File: src/rtl/multicycle_control_fsm_pkg.sv
// Shared encodings for the multi-cycle CPU control unit: opcodes, ALU/mux selects,
// state codes and the strobe bundle decoded from the current state.
package cpu_ctrl_pkg;

  localparam logic [3:0] OP_RTYPE = 4'b0000;
  localparam logic [3:0] OP_ADDI  = 4'b0010;
  localparam logic [3:0] OP_SLTI  = 4'b0011;
  localparam logic [3:0] OP_LW    = 4'b1000;
  localparam logic [3:0] OP_SW    = 4'b1001;
  localparam logic [3:0] OP_BEQ   = 4'b0100;
  localparam logic [3:0] OP_J     = 4'b0110;

  // ALUOp encoding is shared with ALUControl
  typedef enum logic [1:0] {
    ALUOP_ADD   = 2'b00,
    ALUOP_SUB   = 2'b01,
    ALUOP_RTYPE = 2'b10,
    ALUOP_SLT   = 2'b11
  } aluop_e;

  typedef enum logic [1:0] {
    SRCB_REG = 2'b00,
    SRCB_ONE = 2'b01,
    SRCB_IMM = 2'b10
  } alusrcb_e;

  typedef enum logic [1:0] {
    PCSRC_ALU    = 2'b00,
    PCSRC_ALUOUT = 2'b01,
    PCSRC_JUMP   = 2'b10
  } pcsource_e;

  localparam logic [3:0] ST_RESET_IDLE = 4'd0;
  localparam logic [3:0] ST_FETCH      = 4'd1;
  localparam logic [3:0] ST_DECODE     = 4'd2;
  localparam logic [3:0] ST_EXEC_R     = 4'd3;
  localparam logic [3:0] ST_EXEC_I     = 4'd4;
  localparam logic [3:0] ST_MEM_ADDR   = 4'd5;
  localparam logic [3:0] ST_MEM_READ   = 4'd6;
  localparam logic [3:0] ST_MEM_WRITE  = 4'd7;
  localparam logic [3:0] ST_WB_R       = 4'd8;
  localparam logic [3:0] ST_WB_I       = 4'd9;
  localparam logic [3:0] ST_WB_MEM     = 4'd10;
  localparam logic [3:0] ST_BRANCH     = 4'd11;
  localparam logic [3:0] ST_JUMP       = 4'd12;

  typedef struct packed {
    logic      pc_write;
    logic      pc_write_cond;
    logic      iord;
    logic      mem_read;
    logic      mem_write;
    logic      ir_write;
    logic      mem_to_reg;
    logic      reg_dst;
    logic      reg_write;
    logic      alu_src_a;
    aluop_e    alu_op;
    alusrcb_e  alu_src_b;
    pcsource_e pc_source;
    logic      illegal;
    logic      mem_fault;
  } ctrl_t;

  function automatic logic is_legal_op(input logic [3:0] op);
    logic legal;
    case (op)
      OP_RTYPE, OP_ADDI, OP_SLTI, OP_LW, OP_SW, OP_BEQ, OP_J: legal = 1'b1;
      default:                                                legal = 1'b0;
    endcase
    return legal;
  endfunction

endpackage

File: src/rtl/multicycle_control_fsm_if.sv
// Instruction/memory-handshake inputs and datapath control outputs of the control unit.
interface multicycle_control_fsm_if;

  logic [3:0] Opcode;
  logic [3:0] FunctIn;
  logic       MemReady;
  logic [1:0] ALUOp;
  logic [3:0] Funct;
  logic       PCWrite;
  logic       PCWriteCond;
  logic       IorD;
  logic       MemRead;
  logic       MemWrite;
  logic       IRWrite;
  logic       MemToReg;
  logic       RegDst;
  logic       RegWrite;
  logic       ALUSrcA;
  logic [1:0] ALUSrcB;
  logic [1:0] PCSource;
  logic       Illegal;
  logic       MemFault;
  logic [3:0] State;

  modport master (
    input  Opcode, FunctIn, MemReady,
    output ALUOp, Funct, PCWrite, PCWriteCond, IorD, MemRead, MemWrite, IRWrite,
           MemToReg, RegDst, RegWrite, ALUSrcA, ALUSrcB, PCSource, Illegal,
           MemFault, State
  );

  modport slave (
    output Opcode, FunctIn, MemReady,
    input  ALUOp, Funct, PCWrite, PCWriteCond, IorD, MemRead, MemWrite, IRWrite,
           MemToReg, RegDst, RegWrite, ALUSrcA, ALUSrcB, PCSource, Illegal,
           MemFault, State
  );

endinterface

File: src/rtl/multicycle_control_fsm_mem_wait_timer.sv
// Counts memory wait cycles in a wait state; flags completion or timeout.
// The count is zero in the first cycle of every wait state.
module mem_wait_timer #(
  parameter logic [3:0] MEM_TIMEOUT = 4'd15
) (
  input  logic Clock,
  input  logic Reset_n,
  input  logic active,
  input  logic mem_ready,
  output logic done,
  output logic timeout
);

  logic [3:0] cnt_r;

  // Completion has priority over a timeout landing on the same cycle
  assign done    = active & mem_ready;
  assign timeout = active & ~mem_ready & (cnt_r == MEM_TIMEOUT);

  // Wait counter: advances only while still waiting, otherwise returns to zero
  always_ff @(posedge Clock or negedge Reset_n) begin
    if (!Reset_n) begin
      cnt_r <= 4'd0;
    end else if (active && !mem_ready && !timeout) begin
      cnt_r <= cnt_r + 4'd1;
    end else begin
      cnt_r <= 4'd0;
    end
  end

endmodule

File: src/rtl/multicycle_control_fsm.sv
// Multi-cycle main control: fetch/decode/execute/memory/writeback sequencing
// with a bounded wait on the shared memory.
module multicycle_control_fsm
  import cpu_ctrl_pkg::*;
#(
  parameter logic [3:0] MEM_TIMEOUT = 4'd15
) (
  input  logic                     Clock,
  input  logic                     Reset_n,
  multicycle_control_fsm_if.master bus
);

  logic [3:0] state_r;
  logic [3:0] state_nx_s;
  logic [3:0] op_r;
  logic [3:0] funct_r;
  logic       wait_active_s;
  logic       mem_done_s;
  logic       mem_timeout_s;
  ctrl_t      ctrl_s;

  assign wait_active_s = (state_r == ST_FETCH) || (state_r == ST_MEM_READ) ||
                         (state_r == ST_MEM_WRITE);

  mem_wait_timer #(.MEM_TIMEOUT(MEM_TIMEOUT)) u_wait_timer (
    .Clock     (Clock),
    .Reset_n   (Reset_n),
    .active    (wait_active_s),
    .mem_ready (bus.MemReady),
    .done      (mem_done_s),
    .timeout   (mem_timeout_s)
  );

  // State register plus opcode/funct captured while the IR is decoded
  always_ff @(posedge Clock or negedge Reset_n) begin
    if (!Reset_n) begin
      state_r <= ST_RESET_IDLE;
      op_r    <= 4'd0;
      funct_r <= 4'd0;
    end else begin
      state_r <= state_nx_s;
      if (state_r == ST_DECODE) begin
        op_r    <= bus.Opcode;
        funct_r <= (bus.Opcode == OP_RTYPE) ? bus.FunctIn : 4'b0000;
      end
    end
  end

  // Next-state logic
  always_comb begin
    state_nx_s = state_r;
    case (state_r)
      ST_RESET_IDLE: state_nx_s = ST_FETCH;
      ST_FETCH: begin
        if (mem_done_s) state_nx_s = ST_DECODE;
        else            state_nx_s = ST_FETCH;
      end
      ST_DECODE: begin
        case (bus.Opcode)
          OP_RTYPE:        state_nx_s = ST_EXEC_R;
          OP_ADDI, OP_SLTI: state_nx_s = ST_EXEC_I;
          OP_LW, OP_SW:    state_nx_s = ST_MEM_ADDR;
          OP_BEQ:          state_nx_s = ST_BRANCH;
          OP_J:            state_nx_s = ST_JUMP;
          default:         state_nx_s = ST_FETCH;
        endcase
      end
      ST_EXEC_R: state_nx_s = ST_WB_R;
      ST_EXEC_I: state_nx_s = ST_WB_I;
      ST_MEM_ADDR: begin
        if (op_r == OP_LW) state_nx_s = ST_MEM_READ;
        else               state_nx_s = ST_MEM_WRITE;
      end
      ST_MEM_READ: begin
        if (mem_done_s)         state_nx_s = ST_WB_MEM;
        else if (mem_timeout_s) state_nx_s = ST_FETCH;
        else                    state_nx_s = ST_MEM_READ;
      end
      ST_MEM_WRITE: begin
        if (mem_done_s || mem_timeout_s) state_nx_s = ST_FETCH;
        else                             state_nx_s = ST_MEM_WRITE;
      end
      ST_WB_R, ST_WB_I, ST_WB_MEM, ST_BRANCH, ST_JUMP: state_nx_s = ST_FETCH;
      default: state_nx_s = ST_RESET_IDLE;
    endcase
  end

  // Output decode; FETCH write strobes are qualified by MemReady
  always_comb begin
    ctrl_s           = '0;
    ctrl_s.mem_fault = mem_timeout_s;
    case (state_r)
      ST_FETCH: begin
        ctrl_s.mem_read  = 1'b1;
        ctrl_s.alu_src_b = SRCB_ONE;
        ctrl_s.ir_write  = bus.MemReady;
        ctrl_s.pc_write  = bus.MemReady;
      end
      ST_DECODE: begin
        ctrl_s.alu_src_b = SRCB_IMM;
        ctrl_s.illegal   = ~is_legal_op(bus.Opcode);
      end
      ST_EXEC_R: begin
        ctrl_s.alu_src_a = 1'b1;
        ctrl_s.alu_src_b = SRCB_REG;
        ctrl_s.alu_op    = ALUOP_RTYPE;
      end
      ST_EXEC_I: begin
        ctrl_s.alu_src_a = 1'b1;
        ctrl_s.alu_src_b = SRCB_IMM;
        if (op_r == OP_SLTI) ctrl_s.alu_op = ALUOP_SLT;
        else                 ctrl_s.alu_op = ALUOP_ADD;
      end
      ST_MEM_ADDR: begin
        ctrl_s.alu_src_a = 1'b1;
        ctrl_s.alu_src_b = SRCB_IMM;
      end
      ST_MEM_READ: begin
        ctrl_s.iord     = 1'b1;
        ctrl_s.mem_read = 1'b1;
      end
      ST_MEM_WRITE: begin
        ctrl_s.iord      = 1'b1;
        ctrl_s.mem_write = 1'b1;
      end
      ST_WB_R: begin
        ctrl_s.reg_dst   = 1'b1;
        ctrl_s.reg_write = 1'b1;
      end
      ST_WB_I:   ctrl_s.reg_write = 1'b1;
      ST_WB_MEM: begin
        ctrl_s.mem_to_reg = 1'b1;
        ctrl_s.reg_write  = 1'b1;
      end
      ST_BRANCH: begin
        ctrl_s.alu_src_a     = 1'b1;
        ctrl_s.alu_src_b     = SRCB_REG;
        ctrl_s.alu_op        = ALUOP_SUB;
        ctrl_s.pc_write_cond = 1'b1;
        ctrl_s.pc_source     = PCSRC_ALUOUT;
      end
      ST_JUMP: begin
        ctrl_s.pc_write  = 1'b1;
        ctrl_s.pc_source = PCSRC_JUMP;
      end
      default: ctrl_s = '0;
    endcase
  end

  assign bus.ALUOp       = ctrl_s.alu_op;
  assign bus.Funct       = funct_r;
  assign bus.PCWrite     = ctrl_s.pc_write;
  assign bus.PCWriteCond = ctrl_s.pc_write_cond;
  assign bus.IorD        = ctrl_s.iord;
  assign bus.MemRead     = ctrl_s.mem_read;
  assign bus.MemWrite    = ctrl_s.mem_write;
  assign bus.IRWrite     = ctrl_s.ir_write;
  assign bus.MemToReg    = ctrl_s.mem_to_reg;
  assign bus.RegDst      = ctrl_s.reg_dst;
  assign bus.RegWrite    = ctrl_s.reg_write;
  assign bus.ALUSrcA     = ctrl_s.alu_src_a;
  assign bus.ALUSrcB     = ctrl_s.alu_src_b;
  assign bus.PCSource    = ctrl_s.pc_source;
  assign bus.Illegal     = ctrl_s.illegal;
  assign bus.MemFault    = ctrl_s.mem_fault;
  assign bus.State       = state_r;

endmodule

File: src/flat_wrapper.sv
// flat-port wrapper written by rule: the top's interface ports become plain ports
module multicycle_control_fsm_flat import cpu_ctrl_pkg::*;
#(
  parameter logic [3:0] MEM_TIMEOUT = 4'd15
)
  (Clock, Reset_n, bus_Opcode, bus_FunctIn, bus_MemReady, bus_ALUOp, bus_Funct, bus_PCWrite, bus_PCWriteCond, bus_IorD, bus_MemRead, bus_MemWrite, bus_IRWrite, bus_MemToReg, bus_RegDst, bus_RegWrite, bus_ALUSrcA, bus_ALUSrcB, bus_PCSource, bus_Illegal, bus_MemFault, bus_State);
  multicycle_control_fsm_if bus_i ();
  input  logic Clock;
  input  logic Reset_n;
  input wire logic [$bits(bus_i.Opcode)-1:0] bus_Opcode;
  input wire logic [$bits(bus_i.FunctIn)-1:0] bus_FunctIn;
  input wire logic [$bits(bus_i.MemReady)-1:0] bus_MemReady;
  output wire logic [$bits(bus_i.ALUOp)-1:0] bus_ALUOp;
  output wire logic [$bits(bus_i.Funct)-1:0] bus_Funct;
  output wire logic [$bits(bus_i.PCWrite)-1:0] bus_PCWrite;
  output wire logic [$bits(bus_i.PCWriteCond)-1:0] bus_PCWriteCond;
  output wire logic [$bits(bus_i.IorD)-1:0] bus_IorD;
  output wire logic [$bits(bus_i.MemRead)-1:0] bus_MemRead;
  output wire logic [$bits(bus_i.MemWrite)-1:0] bus_MemWrite;
  output wire logic [$bits(bus_i.IRWrite)-1:0] bus_IRWrite;
  output wire logic [$bits(bus_i.MemToReg)-1:0] bus_MemToReg;
  output wire logic [$bits(bus_i.RegDst)-1:0] bus_RegDst;
  output wire logic [$bits(bus_i.RegWrite)-1:0] bus_RegWrite;
  output wire logic [$bits(bus_i.ALUSrcA)-1:0] bus_ALUSrcA;
  output wire logic [$bits(bus_i.ALUSrcB)-1:0] bus_ALUSrcB;
  output wire logic [$bits(bus_i.PCSource)-1:0] bus_PCSource;
  output wire logic [$bits(bus_i.Illegal)-1:0] bus_Illegal;
  output wire logic [$bits(bus_i.MemFault)-1:0] bus_MemFault;
  output wire logic [$bits(bus_i.State)-1:0] bus_State;
  assign bus_i.Opcode = bus_Opcode;
  assign bus_i.FunctIn = bus_FunctIn;
  assign bus_i.MemReady = bus_MemReady;
  assign bus_ALUOp = bus_i.ALUOp;
  assign bus_Funct = bus_i.Funct;
  assign bus_PCWrite = bus_i.PCWrite;
  assign bus_PCWriteCond = bus_i.PCWriteCond;
  assign bus_IorD = bus_i.IorD;
  assign bus_MemRead = bus_i.MemRead;
  assign bus_MemWrite = bus_i.MemWrite;
  assign bus_IRWrite = bus_i.IRWrite;
  assign bus_MemToReg = bus_i.MemToReg;
  assign bus_RegDst = bus_i.RegDst;
  assign bus_RegWrite = bus_i.RegWrite;
  assign bus_ALUSrcA = bus_i.ALUSrcA;
  assign bus_ALUSrcB = bus_i.ALUSrcB;
  assign bus_PCSource = bus_i.PCSource;
  assign bus_Illegal = bus_i.Illegal;
  assign bus_MemFault = bus_i.MemFault;
  assign bus_State = bus_i.State;
  multicycle_control_fsm #(.MEM_TIMEOUT(MEM_TIMEOUT)) u_core (.Clock(Clock), .Reset_n(Reset_n), .bus(bus_i));
endmodule
File: config.mk
export PLATFORM = sky130hd
export DESIGN_NAME = multicycle_control_fsm_flat
export DESIGN_NICKNAME = d
export VERILOG_FILES = /design/src/rtl/multicycle_control_fsm_pkg.sv /design/src/rtl/multicycle_control_fsm_if.sv /design/src/rtl/multicycle_control_fsm_mem_wait_timer.sv /design/src/rtl/multicycle_control_fsm.sv /design/src/flat_wrapper.sv
export SDC_FILE = /design/constraint.sdc
export NUM_CORES = 1
export LEC_CHECK = 0
export BUFFER_PORTS_ARGS = -buffer_cell sky130_fd_sc_hd__clkbuf_2
export CAP_MARGIN = 25
export CORE_MARGIN = 5
export CORE_UTILIZATION = 43
export CTS_CLUSTER_DIAMETER = 30
export DETAILED_ROUTE_END_ITERATION = 16
export GPL_TIMING_DRIVEN = 1
export PLACE_DENSITY = 0.76
export SLEW_MARGIN = 20
export SYNTH_ARGS = -nofsm -noshare
export SYNTH_HDL_FRONTEND = slang
export SYNTH_SLANG_ARGS = --single-unit
File: constraint.sdc
create_clock -name Clock -period 1.8 [get_ports Clock]
set_input_delay 0.45 -clock Clock [delete_from_list [all_inputs] [get_ports Clock]]
set_output_delay 0.45 -clock Clock [all_outputs]
set_load 0.02 [all_outputs]
* Word level (Yosys, flattened, before mapping)
Cells that the tools add are included.
Storage, ports and cells: flip-flop bits (word level) 16, input port bits 11, output and inout bits 26, word-level logic and storage cells 77
Operators by class: add/subtract/negate cells 1, equality and inequality tests 21, mux-type cells 27, bitwise gates (word level) 5, reductions and logical operators 19
Operators with widths (count):
- equality test 4 bit, second input constant | 9
- case mux 4 bit (8 select lines) | 1
- equality test 4 x 3 -> 1 bit, second input constant | 6
- equality test 4 x 2 -> 1 bit, second input constant | 5
- case mux 4 bit (5 select lines) | 1
- two-way mux 1 bit | 14
- two-way mux 4 bit | 3
- OR reduction 12 bit | 1
- zero test 4 bit | 2
- case mux 2 bit (2 select lines) | 2
- OR reduction 2 bit | 4
- OR reduction 7 bit | 1
- two-way mux 3 bit | 2
- case mux 2 bit (3 select lines) | 1
- OR reduction 3 bit | 2
- OR reduction 6 bit | 1
- adder 4 x 1 -> 4 bit, second input constant | 1
- equality test 4 x 1 -> 1 bit, second input constant | 1
- two-way mux 2 bit | 2
- OR reduction 4 bit | 1
- AND 1 bit | 3
- logical OR 1 bit | 3
- logical AND 1 bit | 2
- zero test 1 bit | 2
- 2 further kinds | 3

* Longest topological paths before layout
depth in word-level cells 8, mapped depth 5, depth with buffers taken out 5

* Hierarchy
Synthesis repeated with hierarchy kept, for this count alone.
Unflattened totals: cells, all modules 113, area, all modules 1034.7 um^2
Modules (own cells, without submodules):
- multicycle_control_fsm | instances 1, cells an instance 95, area each 830.8 um^2, sequential area each 300.3 um^2
- mem_wait_timer | instances 1, cells an instance 18, area each 203.9 um^2, sequential area each 100.1 um^2

* Worst setup path before layout
No wires, ideal clock.
path kind reg2out, from reg u_core.state_r[3] (netlist: u_core.bus.State[3]), to out bus_PCWrite, arrival 2.023 ns, data required time 1.350 ns, path slack -0.673 ns, cell stages (with the launch flop) 5, path buffers 1, cells stage by stage dfrtp_1 buf_6 nor4b_1 nand2_1 nand2b_1
On the way: longest elaborated chain between the ends 2, elaborated cells between the ends (all ways) 3, classes of those cells 2 x eq/ne; 1 x mux
Ends and longest elaborated chain:
- start, declared | line multicycle_control_fsm.sv:13 | logic [3:0] state_r;
- start signal, assigned | line multicycle_control_fsm.sv:41 | state_r <= state_nx_s;
- equality test 4 bit or equality test 4 x 1 -> 1 bit (tied branches) | line multicycle_control_fsm.sv:92 | case (state_r)
- case mux 1 bit (2 select lines) * | line multicycle_control_fsm.sv:92
- end, declared | line flat_wrapper.sv:15 | output wire logic [$bits(bus_i.PCWrite)-1:0] bus_PCWrite;
Every way passes the cells marked *; elsewhere a longest branch is shown, timed or not.

* Worst setup path after layout
from reg u_core.state_r[2] (netlist: u_core.bus.State[2]), to out bus_PCWrite
The elaborated chain is that of the path after synthesis.

==> flow_summary.yaml <==
outcome:
  status: "finished with violations"
  violations: "negative setup slack"
global_route:
  grt_max_degree: 17
  grt_pass1_wl_mm: 4.94
  grt_usage_pct: 19.4
  grt_overflow_total: 0
  grt_pass1_vias: 1033
  antenna_found_initial: 0
synth:
  syn_nets: 117
  synth_compound_area_share_pct: 19.6
  yosys.area_share.simple_pct: 27.2
  yosysSeqAreaShare_pct: 42.3
  synth.avg_cell_area_sq_um: 9.02
  synth_top_cell_by_area: "dfrtp_1"
  synth_top_family_by_area: "simple AND/OR/NAND/NOR gates"
  async_flop_share_pct: 100
  synthTopCellsByArea: "dfrtp_1 42%, nor2_1 6.3%, a211o_1 3.7%"
  synthAdderAreaFrac_pct: 1.32
  synthCells: 105
  synth_common_cells: "16 x dfrtp_1, 16 x nor2_1, 8 x nand2_1"
  ys_ff_latch: 16
  synth_edf_count: 0
  syn-cell-area_sq_um: 947
  muxShareOfSynthArea_pct: 2.38
  ys_warn_count: 0
  yosysUniqueCellTypes: 34
  synth_top_area_share_pct: 42.3
  synth_xor_area_share_pct: 1.85
  synth_flop_cell: "dfrtp_1"
setup_path:
  worstSetupEndpointType: "output port"
  critPathKind: "flip-flop to output port"
  cp_max_fo: 4
  cp.arrival_ns: 1.71
  cp-start-kind: "flip-flop"
  cp.required_ns: 1.35
final_layout:
  multi_input_area_sq_um: 677
  seqCellArea_sq_um: 403
  post-route-util_pct: 82.6
  nFillCells: 112
  fin_cells: 199
  antenna_cells: 0
  nets: 184
  syn_to_final_growth_pct: 87.5
  drive_gt1_share_pct: 62.0
placement:
  gp_congestion: 0.901
  dp_slack_ns: -0.0948
  hpwl_mm: 1.95
  port_buffers: 36
  placed_cells_incl_taps: 177
cts:
  ctsHoldBuffers: 0
  cts_buffer_depth: 2
  cts-root-buf: "clkbuf_4"
  cts_max_level: 1
  cts.clk_slew.worst_paths_ns: 0.10
  cts_made_buffers: 3
  insertion_delay_ns: 0.29
  cts_tree: "built"
  cts_sinks: 16
timing:
  fin_crit_sh_pct: 120
  worst_clock_skew_ns: 0.00943
  fin_ws_ns: -0.358
  fmax_mhz: 463
  rsz0062_at_grt: "yes"
  slew_violations: 0
  worst-slew-pin-transition_ns: 0.430
  finalHoldViolCount: 0
  relSlewSlack_pct: 71.1
  period_needed_ns: 2.16
  setup_viol: 23
detailed_routing:
  routed_wl_mm: 3.78
  viasPerCell: 5.68
  first_pass_iters: 4
  num_vias: 1131
  wl_per_cell_microns: 19.0
  drt_iter0_drc: 62
  ant_nets: 0
  drc: 0
floorplan:
  die_w_microns: 56.9
  rows: 17
  dieArea_sq_mm: 0.00324
  dieHeight_microns: 56.9
  start_util_pct: 44.1
  fp.coreArea_sq_mm: 0.00215
  ios: 37
job:
  cap_violations: 0
power_and_ir_drop:
  power_uw: 2890
  p_leak_uw: 0.000843
  p_per_area_mw_per_mm2: 1630
  peakVddDrop_v: 0.00105
hold_path:
  hp-class: "input pin to asynchronous set/reset pin"
## layer usage
metal  wire, microns  global-route usage, %  share of wire [%]  up-vias
met5               0                      0                  0        -
met4              75                   7.62                2.0        0
met3             301                   4.07                8.0       10
met2            1990                   33.0                 53       77
met1            1410                   24.0                 37      538
li1                -                      -                  -      506
## logic make-up (layout without fill, tap and decap cells)
kind of cell    count (synthesis)  count (layout)
xor+xnor                        2               2
compound gates                 26              26
mux                             2               2
buf+inv                        11              77
simple gates                   47              47
flops                          16              16
fa+ha+maj                       1               1
## worst max-delay path, stage by stage (launching register included)
cell and delay (ns):
dfrtp_1 0.44, buf_6 0.15, nor4b_4 0.37, nand2_2 0.16
nand2b_1 0.13, clkbuf_4 0.18
## cells in the final DEF, fill, tap and decap left out, drive strengths merged, types with 2 or more instances in the layout
master and count:
o21ai 5, nor4b 2, buf 44, dfrtp 16, nor2 16, nand3 3
mux2 2, a22o 4, nand2b 5, nor3 4, inv 5, clkbuf 28
a21oi 3, nand2 8, o22ai 3, and3 3, a31oi 2, a211o 4
## cell type report
class                   count  area share (%)
clock buffers               4            2.04
inverters                   5            1.06
multi-input cells          78            38.1
flip-flops and latches     16            22.7
well taps                  28            1.97
repair buffers             68            34.1
## flip-flops by register name (all words and copies together) (netlist names)
register	cells
u_core.bus.Funct	4
u_core.u_wait_timer.cnt_r	4
u_core.op_r	4
u_core.bus.State	4
## where the power goes
part,switching (uW),total (uW),internal (uW)
combinational,1050,2070,1010
clock,115,238,123
sequential,104,583,479
total,1270,2890,1620
## per-stage QoR
stage | setup TNS, ns | instance area, sq um | hold WS [ns]
6_report | -4.02 | 1780 | 0.0648
5_1_grt | -5.19 | 1780 | 0.0908
2_1_floorplan | -1.45 | 993 | 0.154
4_1_cts | -3.20 | 1660 | 0.0758
3_5_place_dp | -0.245 | 1260 | 0.394
3_3_place_gp | -0.0513 | 1260 | 0.382
## worst paths after layout
| path | start | end | depth (start not counted) | slack, ns |
|---|---|---|---|---|
| setup / recovery | u_core.bus.State[2] | bus_PCWrite | 5 | -0.36 |
| hold / removal | Reset_n | u_core.op_r[1] | 1 | 0.06 |
| setup reg to reg | u_core.bus.State[2] | u_core.bus.Funct[1] | 5 | -0.17 |
| hold reg to reg | u_core.u_wait_timer.cnt_r[0] | u_core.u_wait_timer.cnt_r[0] | 1 | 0.46 |
| max in group asynchronous | Reset_n | u_core.bus.State[0] | 1 | 1.42 |
| min in group Clock | bus_FunctIn[0] | u_core.bus.Funct[0] | 2 | 0.37 |
## what timing repair did
action                     4_1_cts  5_1_grt
resized for setup               63       30
setup endpoints to repair       18       24
gates cloned                     1        0
pin swaps                       11        7
setup buffers                   11        8
Power figures use the tool's default switching activity.
